===== src/rtl/pmem_arbiter_pkg.sv =====
// Shared types for the physical-memory arbiter: FSM states, grant identity
// and the round-robin winner selection used in IDLE.
package pmem_arbiter_pkg;

  localparam int ARB_ADDR_W = 32;
  localparam int ARB_LINE_W = 256;

  typedef enum logic [1:0] {
    IDLE    = 2'd0,
    SERVE_I = 2'd1,
    SERVE_D = 2'd2
  } arb_state_e;

  typedef enum logic {
    GRANT_I = 1'b0,
    GRANT_D = 1'b1
  } grant_t;

  // Winner for the next transaction; on contention the side that did not
  // win last time is chosen.
  function automatic arb_state_e rr_select(input logic   req_i,
                                           input logic   req_d,
                                           input grant_t last_grant);
    arb_state_e nxt;
    nxt = IDLE;
    if (req_i && req_d) begin
      if (last_grant == GRANT_I) nxt = SERVE_D;
      else                       nxt = SERVE_I;
    end else if (req_i) begin
      nxt = SERVE_I;
    end else if (req_d) begin
      nxt = SERVE_D;
    end
    return nxt;
  endfunction

endpackage


===== src/rtl/pmem_arbiter.sv =====
// Round-robin arbiter sharing the cacheline-adapter memory port between the
// read-only instruction cache (I) and the data-side eviction buffer (D).
module pmem_arbiter
  import pmem_arbiter_pkg::*;
#(
  parameter int ADDR_W = ARB_ADDR_W,
  parameter int LINE_W = ARB_LINE_W
) (
  input  logic              clk,
  input  logic              rst,
  input  logic [ADDR_W-1:0] i_address,
  input  logic              i_read,
  output logic              i_resp,
  output logic [LINE_W-1:0] i_rdata,
  input  logic [ADDR_W-1:0] d_address,
  input  logic              d_read,
  input  logic              d_write,
  input  logic [LINE_W-1:0] d_wdata,
  output logic              d_resp,
  output logic [LINE_W-1:0] d_rdata,
  output logic [ADDR_W-1:0] mem_address,
  output logic              mem_read,
  output logic              mem_write,
  output logic [LINE_W-1:0] mem_wdata,
  input  logic              mem_resp,
  input  logic [LINE_W-1:0] mem_rdata
);

  arb_state_e state_q, state_d;
  grant_t     last_grant_q, last_grant_d;
  logic       req_i;
  logic       req_d;

  assign req_i = i_read;
  assign req_d = d_read | d_write;

  always_ff @(posedge clk) begin
    if (rst) begin
      state_q      <= IDLE;
      last_grant_q <= GRANT_I;
    end else begin
      state_q      <= state_d;
      last_grant_q <= last_grant_d;
    end
  end

  // Address and write data are never latched: requesters hold them stable
  // until their resp, so the granted side is muxed straight through.
  always_comb begin
    state_d      = state_q;
    last_grant_d = last_grant_q;
    mem_address  = '0;
    mem_read     = 1'b0;
    mem_write    = 1'b0;
    mem_wdata    = '0;
    i_resp       = 1'b0;
    i_rdata      = '0;
    d_resp       = 1'b0;
    d_rdata      = '0;

    unique case (state_q)
      IDLE: begin
        // mem_resp here is stray and deliberately dropped.
        state_d = rr_select(req_i, req_d, last_grant_q);
        if (state_d == SERVE_I) begin
          last_grant_d = GRANT_I;
        end else if (state_d == SERVE_D) begin
          last_grant_d = GRANT_D;
        end
      end
      SERVE_I: begin
        mem_address = i_address;
        mem_read    = 1'b1;
        i_resp      = mem_resp;
        i_rdata     = mem_rdata;
        if (mem_resp) state_d = IDLE;
      end
      SERVE_D: begin
        mem_address = d_address;
        // An illegal read+write collapses to a write so the memory port never
        // sees both strobes.
        mem_write   = d_write;
        mem_read    = d_read & ~d_write;
        mem_wdata   = d_wdata;
        d_resp      = mem_resp;
        d_rdata     = mem_rdata;
        if (mem_resp) state_d = IDLE;
      end
      default: begin
        state_d = IDLE;
      end
    endcase
  end

  a_d_cmd_onehot: assert property (@(posedge clk) disable iff (rst)
    !(d_read && d_write))
    else $error("pmem_arbiter: d_read and d_write asserted together");

  a_resp_exclusive: assert property (@(posedge clk) disable iff (rst)
    !(i_resp && d_resp))
    else $error("pmem_arbiter: i_resp and d_resp in the same cycle");

  a_mem_cmd_exclusive: assert property (@(posedge clk) disable iff (rst)
    !(mem_read && mem_write))
    else $error("pmem_arbiter: mem_read and mem_write in the same cycle");

endmodule


===== config.mk =====
export PLATFORM = sky130hd
export DESIGN_NAME = pmem_arbiter
export DESIGN_NICKNAME = d
export VERILOG_FILES = /design/src/rtl/pmem_arbiter_pkg.sv /design/src/rtl/pmem_arbiter.sv
export SDC_FILE = /design/constraint.sdc
export NUM_CORES = 1
export LEC_CHECK = 0
export ABC_CLOCK_PERIOD_IN_PS = 1450
export CORE_AREA = 8 8 539 541
export CTS_BUF_LIST = sky130_fd_sc_hd__clkbuf_8
export DETAILED_ROUTE_END_ITERATION = 8
export DIE_AREA = 0 0 547 549
export SETUP_SLACK_MARGIN = 0.05
export SYNTH_ARGS = -nofsm -noshare
export SYNTH_HDL_FRONTEND = slang
export SYNTH_SLANG_ARGS = --single-unit

===== constraint.sdc =====
create_clock -name clk -period 1.45 [get_ports clk]
set_clock_uncertainty 0.05 [all_clocks]
set_input_delay 0.29 -clock clk [delete_from_list [all_inputs] [get_ports clk]]
set_output_delay 0.29 -clock clk [all_outputs]
set_load 0.02 [all_outputs]

After elaboration in Yosys (flattened, before gate mapping)
Cells that the tools add are included.
- register bits: 3
- input bits: 582
- output and inout port bits: 804
- word-level logic and storage cells: 32
- equal/unequal tests: 5
- mux-type cells: 17
- bitwise operators: 3
- reduce and logical (&&, ||, !) cells: 5
- operators with widths (cell ; count):
    $mux 256 ; 3
    $pmux 32 s2 ; 1
    $mux 2 ; 6
    $mux 1 ; 5
    $eq 2x1->1 const B ; 2
    $eq 2x2->1 const B ; 2
    $pmux 2 s2 ; 1
    $logic_not 2->1 ; 1
    $ne 2x1->1 const B ; 1
    $pmux 1 s2 ; 1
    $reduce_and 2->1 ; 1
    $reduce_bool 2->1 ; 1
    $reduce_or 2->1 ; 1
    $and 1x1->1 ; 1
    $logic_and 1x1->1 ; 1
    $not 1->1 ; 1
    $or 1x1->1 ; 1

Depth between registers and ports, before layout
Gate-level depths: netlist of run 1.
- depth in word-level cells: 8
- depth in mapped cells: 6
- depth with buffers taken out: 6

Worst setup path before layout of run 1
Ideal clock, no wire load.
- path kind: register to output
- start point: register state_q[1]
- end point: output port mem_address[11]
- arrival: 1.335 ns
- data required time: 1.110 ns
- path slack: -0.225 ns
- cell stages (with the launch flop): 5
- buffers on the path: 1
- cell sequence: dfxtp_1 > inv_1 > ha_1 > clkbuf_1 > nor2b_1
- cells in the longest elaborated chain, start to end: 2
- elaborated cells on any way between the ends: 3
- classes of those cells: eq/ne (2); mux (1)
- ends and longest elaborated chain (what ; line ; source):
    from (decl) ; pmem_arbiter.sv:29 ; arb_state_e state_q, state_d;
    from (signal assigned) ; pmem_arbiter.sv:42 ; state_q <= state_d;
    $eq 2x2->1 / $eq 2x1->1 (equally long branches) ; pmem_arbiter.sv:61 ; unique case (state_q)
    $pmux 32 s2 * ; pmem_arbiter.sv:61 ;
    to (decl) ; pmem_arbiter.sv:21 ; output logic [ADDR_W-1:0] mem_address,
Mark *: on every way between the ends. The rest lies on a longest branch, timed or not.

Worst setup path after layout of run 1
- start point: register state_q[1]
- end point: output port mem_address[30]
The elaborated chain is that of the path after synthesis.

==> results of run 1 <==
## metrics by stage
stage / hold WS (ns) / util [%] / area (um^2)
after floorplan: 0.3017 / - / 7062
after global placement: 0.4356 / 11.11 / 31250
after detailed placement: 0.4344 / 11.11 / 31250
after CTS: 0.4561 / 11.30 / 31780
after global routing: 0.4883 / 12.31 / 34640
final: 0.4591 / 12.34 / 34720
## cells in the mapped netlist
cell type and count:
sky130_fd_sc_hd__and2_1 771, sky130_fd_sc_hd__clkbuf_2 65, sky130_fd_sc_hd__nor2b_1 34, sky130_fd_sc_hd__a22oi_1 32
sky130_fd_sc_hd__buf_2 17, sky130_fd_sc_hd__buf_4 5, sky130_fd_sc_hd__buf_6 5, sky130_fd_sc_hd__ha_1 5
sky130_fd_sc_hd__nand2_1 4, sky130_fd_sc_hd__clkbuf_1 3, sky130_fd_sc_hd__dfxtp_1 3, sky130_fd_sc_hd__nor2_1 3
sky130_fd_sc_hd__a21oi_1 2, sky130_fd_sc_hd__inv_1 2, sky130_fd_sc_hd__o21a_1 2, sky130_fd_sc_hd__a211oi_1 1
sky130_fd_sc_hd__nand2b_1 1, sky130_fd_sc_hd__nand4b_1 1, sky130_fd_sc_hd__o2111ai_1 1, sky130_fd_sc_hd__o21ai_0 1
## worst min-delay path by stage
stage,start,to,slack [ns],cells past startpoint
after floorplan,rst,state_q[0],0.30,1
after CTS,state_q[0],state_q[0],0.46,2
after global routing,state_q[0],state_q[0],0.49,2
final,state_q[0],state_q[0],0.46,2
after detailed placement,state_q[0],state_q[0],0.43,2
after global placement,state_q[0],state_q[0],0.44,2
## routing by layer
| metal | up-vias | GRT usage [%] | routed length (um) |
|---|---|---|---|
| li1 | 6068 | - | - |
| met4 | 130 | 2.972 | 6752 |
| met2 | 1225 | 22.60 | 103200 |
| met3 | 378 | 5.592 | 20930 |
| met5 | - | 0 | 870 |
| met1 | 6879 | 17.39 | 96560 |
## where the power goes
| group | switching, mW | total, mW | internal, mW |
|---|---|---|---|
| clock | 0.0589 | 0.239 | 0.180 |
| combinational | 10.6 | 22.4 | 11.8 |
| sequential | 0.0177 | 0.117 | 0.0988 |
## worst register-to-register path, cell delays in order, from the launching register on
cell and delay, ns:
sky130_fd_sc_hd__dfxtp_2 0.34, sky130_fd_sc_hd__inv_2 0.06, sky130_fd_sc_hd__buf_4 0.13, sky130_fd_sc_hd__ha_4 0.30, sky130_fd_sc_hd__buf_12 0.15, sky130_fd_sc_hd__buf_4 0.12
sky130_fd_sc_hd__nor2b_1 0.15, sky130_fd_sc_hd__nand2_1 0.07, sky130_fd_sc_hd__a21oi_1 0.15
## flip-flops by register name (all words and copies together) (netlist names)
name,cells
last_grant_q,1
state_q,2
## cell type report
cell class / count / area, um^2
diodes: 65 / 162.7
clock buffers: 3 / 41.29
clock inverters: 1 / 3.754
fillers: 31950 / 246600
inverters: 2 / 10.01
multi-input cells: 858 / 7281
flip-flops and latches: 3 / 65.06
well taps: 3743 / 4683
repair buffers: 1626 / 22480
## logic make-up after synthesis
group	count (synthesis)	share of synthesized area [%]
buffers and inverters	97	8.703
AOI/OAI and AO/OA	39	4.768
and+or+nand+nor	814	84.49
adders and majority gates	5	1.041
DFF	3	0.9994
## repair_timing
action | CTS | global route
hold buffers | 0 | 0
setup endpoints to repair | 807 | 807
setup buffers | 16 | 43
pin swaps | 2 | 16
gates resized for setup | 461 | 976
cloned | 5 | 55
==> results.tsv, run 1 <==
stage	metric	value	unit
synthesis	ys_ff_latch	3	
grt	global_route_wire_length_before_repair	253.7	mm
status	run_status	finished with violations	
worst_setup_path	critical_path.n_buffers_inverters	4	
routing	drt-wirelength-per-cell	36.24	um
synthesis	postSynthAreaPerCell	6.273	um^2
placement	port-buffer-count	1385	
finish	areaGrowthSynthToFinish	477.8	%
synthesis	portion_of_the_post_synthesis_area_used_by_sequential_elements	0.9994	%
routing	vias	14680	
routing	first_iter_violations	800	
sta	worst_slack	-0.7698	ns
floorplan	fp.dieArea	300300	um^2
grt	grt_start_max_net_pins	54	
synthesis	synth_warnings	0	
synthesis	syn_inst	958	
synthesis	netlist.top_cell.by_area	sky130_fd_sc_hd__and2_1	
sta	slew_headroom	47.43	%
worst_setup_path	arrival	1.88	ns
worst_setup_path	worst_r2r_path_depth	8	
placement	place_congestion	0.9510	
routing	via_per_inst	2.330	
power_and_ir_drop	worst_ir_drop_vdd	0.4856	mV
sta	final_period_minus_worst_setup_slack	2.220	ns
clock_network	clk-insertion-delay-late	0.22	ns
finish	mostFrequentLayoutCell	sky130_fd_sc_hd__clkdlybuf4s50_1	
worst_setup_path	cpPeakStageDelay	0.34	ns
worst_setup_path	worstSetupEndpoint	mem_address[30]	
sta	hold_viol	0	
floorplan	fp.coreArea	281300	um^2
grt	grt.total_usage	13.95	%
worst_setup_path	crit_required	1.11	ns
worst_setup_path	rr_endpoint	state_q[1]	
routing	drc_errors	0	
power_and_ir_drop	powerDensity	655.4	nW/um^2
floorplan	placementRows	195	
worst_setup_path	setup.reg_to_reg.worst_slack	-0.13	ns
placement	dp.final_hpwl	210.5	mm
clock_network	clock_transition_at_the_register_clock_pins_on_the_worst_setup_and_hold_paths_after_cts	0.03	ns
worst_setup_path	path_max_fanout	8	
run	drv_cap	0	
synthesis	synth_top_cells_by_area	sky130_fd_sc_hd__and2_1, sky130_fd_sc_hd__clkbuf_2, sky130_fd_sc_hd__a22oi_1	
worst_setup_path	path_cells	buf_4, ha_2, buf_12, buf_4, a22oi_2, nor2b_4, buf_4	
finish	design.final.nets	3081	
worst_setup_path	cp-start-kind	flop	
sta	setup_violations	807	
status	violations	setup timing	
finish	top_library_cells_by_usage_in_the_layout_fill_and_taps_aside	sky130_fd_sc_hd__clkdlybuf4s50_1, sky130_fd_sc_hd__buf_12, sky130_fd_sc_hd__and2_4	
synthesis	yosys.area.top_type_share	80.26	%
grt	initial_antenna_violation_count	217	
routing	antenna_violating_nets_post_route	0	
worst_setup_path	cell_occurring_most_often_along_the_worst_timing_path	sky130_fd_sc_hd__buf_4	
power_and_ir_drop	power.static_leakage	13.44	nW
routing	postRouteWirelength	228.3	mm
finish	layoutNonFillerInstCount	6301	
worst_setup_path	endpoint_kind	output port	
sta	fin_crit_sh	153.1	%
clock_network	clockBufferDepth	2	
worst_setup_path	worst_flop_to_flop_path_startpoint	state_q[1]	
clock_network	cts.htree.levels	1	
sta	max_slew.worst_pin.slew	0.7861	ns
finish	post_route_cells_drive_above_1_share	69.15	%
routing	drt_pass_1_iters	4	
clock_network	clock_sinks	3	
placement	preCtsSetupSlack	-0.8812	ns
synthesis	synth_nets	1545	
sta	timing.fmax	450.5	MHz
sta	setup_total_negative_slack	-472.60	ns
worst_setup_path	critPathLaunch	state_q[1]	
worst_setup_path	worstSetupPathDepth	7	
worst_setup_path	timing.critical_path.slowest_stage_cell	sky130_fd_sc_hd__dfxtp_2	
grt	via_count_of_the_first_global_routing_pass	14200	
grt	grt_remaining_overflow	0	
placement	placed_cells_incl_taps	6115	
synthesis	netlist_area_before_placement	6010	um^2
worst_setup_path	worst_path_top_cell_family_by_delay	buffers and inverters	
worst_setup_path	setup.worst_path.class	reg -> out	
floorplan	die_w	547	um
floorplan	die_y	549	um
synthesis	synth.distinct_cells	20	
clock_network	cts_buffers	3	
sta	rsz_0062_raised_after_global_routing	true	
clock_network	clk_root_buffer_cell	sky130_fd_sc_hd__clkbuf_8	
min_path	hold_path_class	reg -> reg	
sta	finalMaxSlewViolations	0	
power_and_ir_drop	power_total	22.76	mW
floorplan	initial_core_util	2.136	%
clock_network	clock_tree_from_tritoncts	done	
floorplan	i_o_pin_cnt	1386	
No activity file was read; power rests on OpenSTA's default activity.
==> inputs of run 2 (changes only) <==
- CTS_BUF_LIST: sky130_fd_sc_hd__clkbuf_8 -> unset
==> results.tsv, run 2 (same netlist as run 1, synthesis figures left out) <==
stage	metric	value	unit	change
worst_setup_path	crit_required	1.11	ns	about the same
grt	initial_antenna_violation_count	228		+5.1%
worst_setup_path	cp-start-kind	flop		
placement	placed_cells_incl_taps	6115		unchanged
sta	fin_crit_sh	153.5	%	+0.36 points
grt	global_route_wire_length_before_repair	253.6	mm	about the same
sta	hold_viol	0		unchanged
placement	place_congestion	0.9510		unchanged
finish	layoutNonFillerInstCount	6240		-0.97%
finish	layout.core_utilization	11.67	%	-0.68 points
run	drv_cap	0		unchanged
finish	largest_registers	state_q: 2 flops, last_grant_q: 1 flops		
sta	worst_slack	-0.7750	ns	-0.005185 ns
clock_network	clockBufferDepth	2		unchanged
worst_setup_path	path_max_fanout	8		unchanged
floorplan	initial_core_util	2.136	%	unchanged
sta	setup_total_negative_slack	-485.90	ns	-13.29 ns
finish	top_library_cells_by_usage_in_the_layout_fill_and_taps_aside	sky130_fd_sc_hd__clkdlybuf4s50_1, sky130_fd_sc_hd__buf_12, sky130_fd_sc_hd__and2_1		
clock_network	clock_transition_at_the_register_clock_pins_on_the_worst_setup_and_hold_paths_after_cts	0.03	ns	about the same
floorplan	fp.dieArea	300300	um^2	unchanged
floorplan	die_y	549	um	unchanged
grt	grt_remaining_overflow	0		unchanged
worst_setup_path	setup.worst_path.class	reg -> out		
sta	finalMaxSlewViolations	0		unchanged
sta	slew_headroom	48.97	%	+1.5 points
sta	max_slew.worst_pin.slew	0.7631	ns	-0.02297 ns
placement	port-buffer-count	1385		unchanged
grt	grt_start_max_net_pins	54		unchanged
routing	vias	14160		-3.6%
clock_network	clock_sinks	3		unchanged
finish	areaGrowthSynthToFinish	446.2	%	
routing	postRouteWirelength	223.6	mm	-2.1%
finish	design.final.nets	3017		-2.1%
sta	timing.fmax	449.4	MHz	-0.23%
worst_setup_path	timing.critical_path.slowest_stage_cell	sky130_fd_sc_hd__dfxtp_2		
routing	drc_errors	0		unchanged
worst_setup_path	path_cells	buf_4, ha_2, buf_12, buf_4, a22oi_2, nor2b_4, buf_4		
status	violations	setup timing		
power_and_ir_drop	power.static_leakage	12.65	nW	-5.9%
clock_network	clk-insertion-delay-late	0.23	ns	about the same
finish	largest_reg_by_ff_count	state_q		
sta	setup_violations	807		unchanged
finish	largest_register_ff_count	2		unchanged
placement	dp.final_hpwl	210.5	mm	unchanged
sta	final_period_minus_worst_setup_slack	2.225	ns	+0.005185 ns
clock_network	cts_buffers	3		unchanged
floorplan	placementRows	195		unchanged
power_and_ir_drop	power_total	21.26	mW	-6.6%
sta	rsz_0062_raised_after_global_routing	true		
routing	drt_pass_1_iters	5		+1
grt	via_count_of_the_first_global_routing_pass	14200		-0.014%
finish	combined_area_of_the_multi_input_logic_cells	6733	um^2	-7.5%
power_and_ir_drop	powerDensity	647.8	nW/um^2	-1.2%
status	run_status	finished with violations		
clock_network	clock_tree_from_tritoncts	done		
grt	grt.total_usage	13.96	%	about the same
floorplan	die_w	547	um	unchanged
worst_setup_path	endpoint_kind	output port		
finish	post_route_cells_drive_above_1_share	57.27	%	-12 points
power_and_ir_drop	worst_ir_drop_vdd	0.4024	mV	-17%
worst_setup_path	cpPeakStageDelay	0.34	ns	about the same
routing	first_iter_violations	746		-6.8%
finish	layout.cell_area.non_filler	32830	um^2	-5.5%
floorplan	fp.coreArea	281300	um^2	unchanged
placement	placedInstanceArea	31250	um^2	unchanged
finish	mostFrequentLayoutCell	sky130_fd_sc_hd__clkdlybuf4s50_1		
floorplan	i_o_pin_cnt	1386		unchanged
finish	nFillCells	32150		+0.62%
routing	antenna_violating_nets_post_route	0		unchanged
routing	via_per_inst	2.269		-2.6%
worst_setup_path	arrival	1.89	ns	about the same
clock_network	holdBufCountCts	0		unchanged
routing	drt-wirelength-per-cell	35.83	um	-1.1%
worst_setup_path	cell_occurring_most_often_along_the_worst_timing_path	sky130_fd_sc_hd__buf_4		
min_path	hold_path_class	reg -> reg		
finish	area.sequential	65.06	um^2	unchanged
clock_network	cts.htree.levels	1		unchanged
clock_network	clk_root_buffer_cell	sky130_fd_sc_hd__clkbuf_16		
==> run 2: power by group <==
group	internal (mW)	total, mW	switching [mW]
registers	0.0988	0.117	0.0178
logic	10.6	20.7	10.1
clock network	0.363	0.440	0.0772
total	11.0	21.3	10.2
==> run 2: metal layers <==
metal  track usage (%)  up-vias  part of all wire (%)
met5                 0        -                  0.36
met4             3.207      120                   2.3
met3             5.764      330                   9.4
met2             22.50     1223                    45
met1             17.30     6550                    43
li1                  -     5935                     -
==> run 2: worst paths after layout <==
path | startpoint | endpoint | slack, ns | cells past startpoint
max | state_q[1] | mem_address[30] | -0.78 | 7
min | state_q[0] | state_q[0] | 0.47 | 2
max reg2reg | state_q[1] | state_q[1] | -0.05 | 7
min reg2reg | state_q[0] | state_q[0] | 0.47 | 2
==> run 2: stage by stage <==
stage,setup WS [ns],hold slack [ns]
6_report,-0.7750,0.4650
5_1_grt,-0.7944,0.5046
4_1_cts,-0.7765,0.4712
3_5_place_dp,-0.8812,0.4344
3_3_place_gp,-0.8890,0.4356
2_1_floorplan,-0.09508,0.3017
==> run 2: final cells by class <==
cell class                 count  area share (%)
sequential                     3          0.1982
multi-input combinational    858           20.51
antenna                       68          0.5184
tap                         3743           14.27
clock buffer                   4          0.2401
timing repair buffer        1562           64.23
inverter                       2         0.03049
==> run 2: timing repair <==
item | CTS | global route
pin swaps | 2 | 8
gates resized for setup | 454 | 291
buffers inserted | 16 | 11
setup endpoints to repair | 807 | 807
cloned | 5 | 21
==> run 2: worst max-delay path: cells and delay by family, from the launching register on <==
family | cells | cell delay (ns)
buffers and inverters | 4 | 0.66
AOI/OAI and AO/OA | 1 | 0.10
and+or+nand+nor | 1 | 0.29
adders and majority gates | 1 | 0.26
DFF | 1 | 0.34
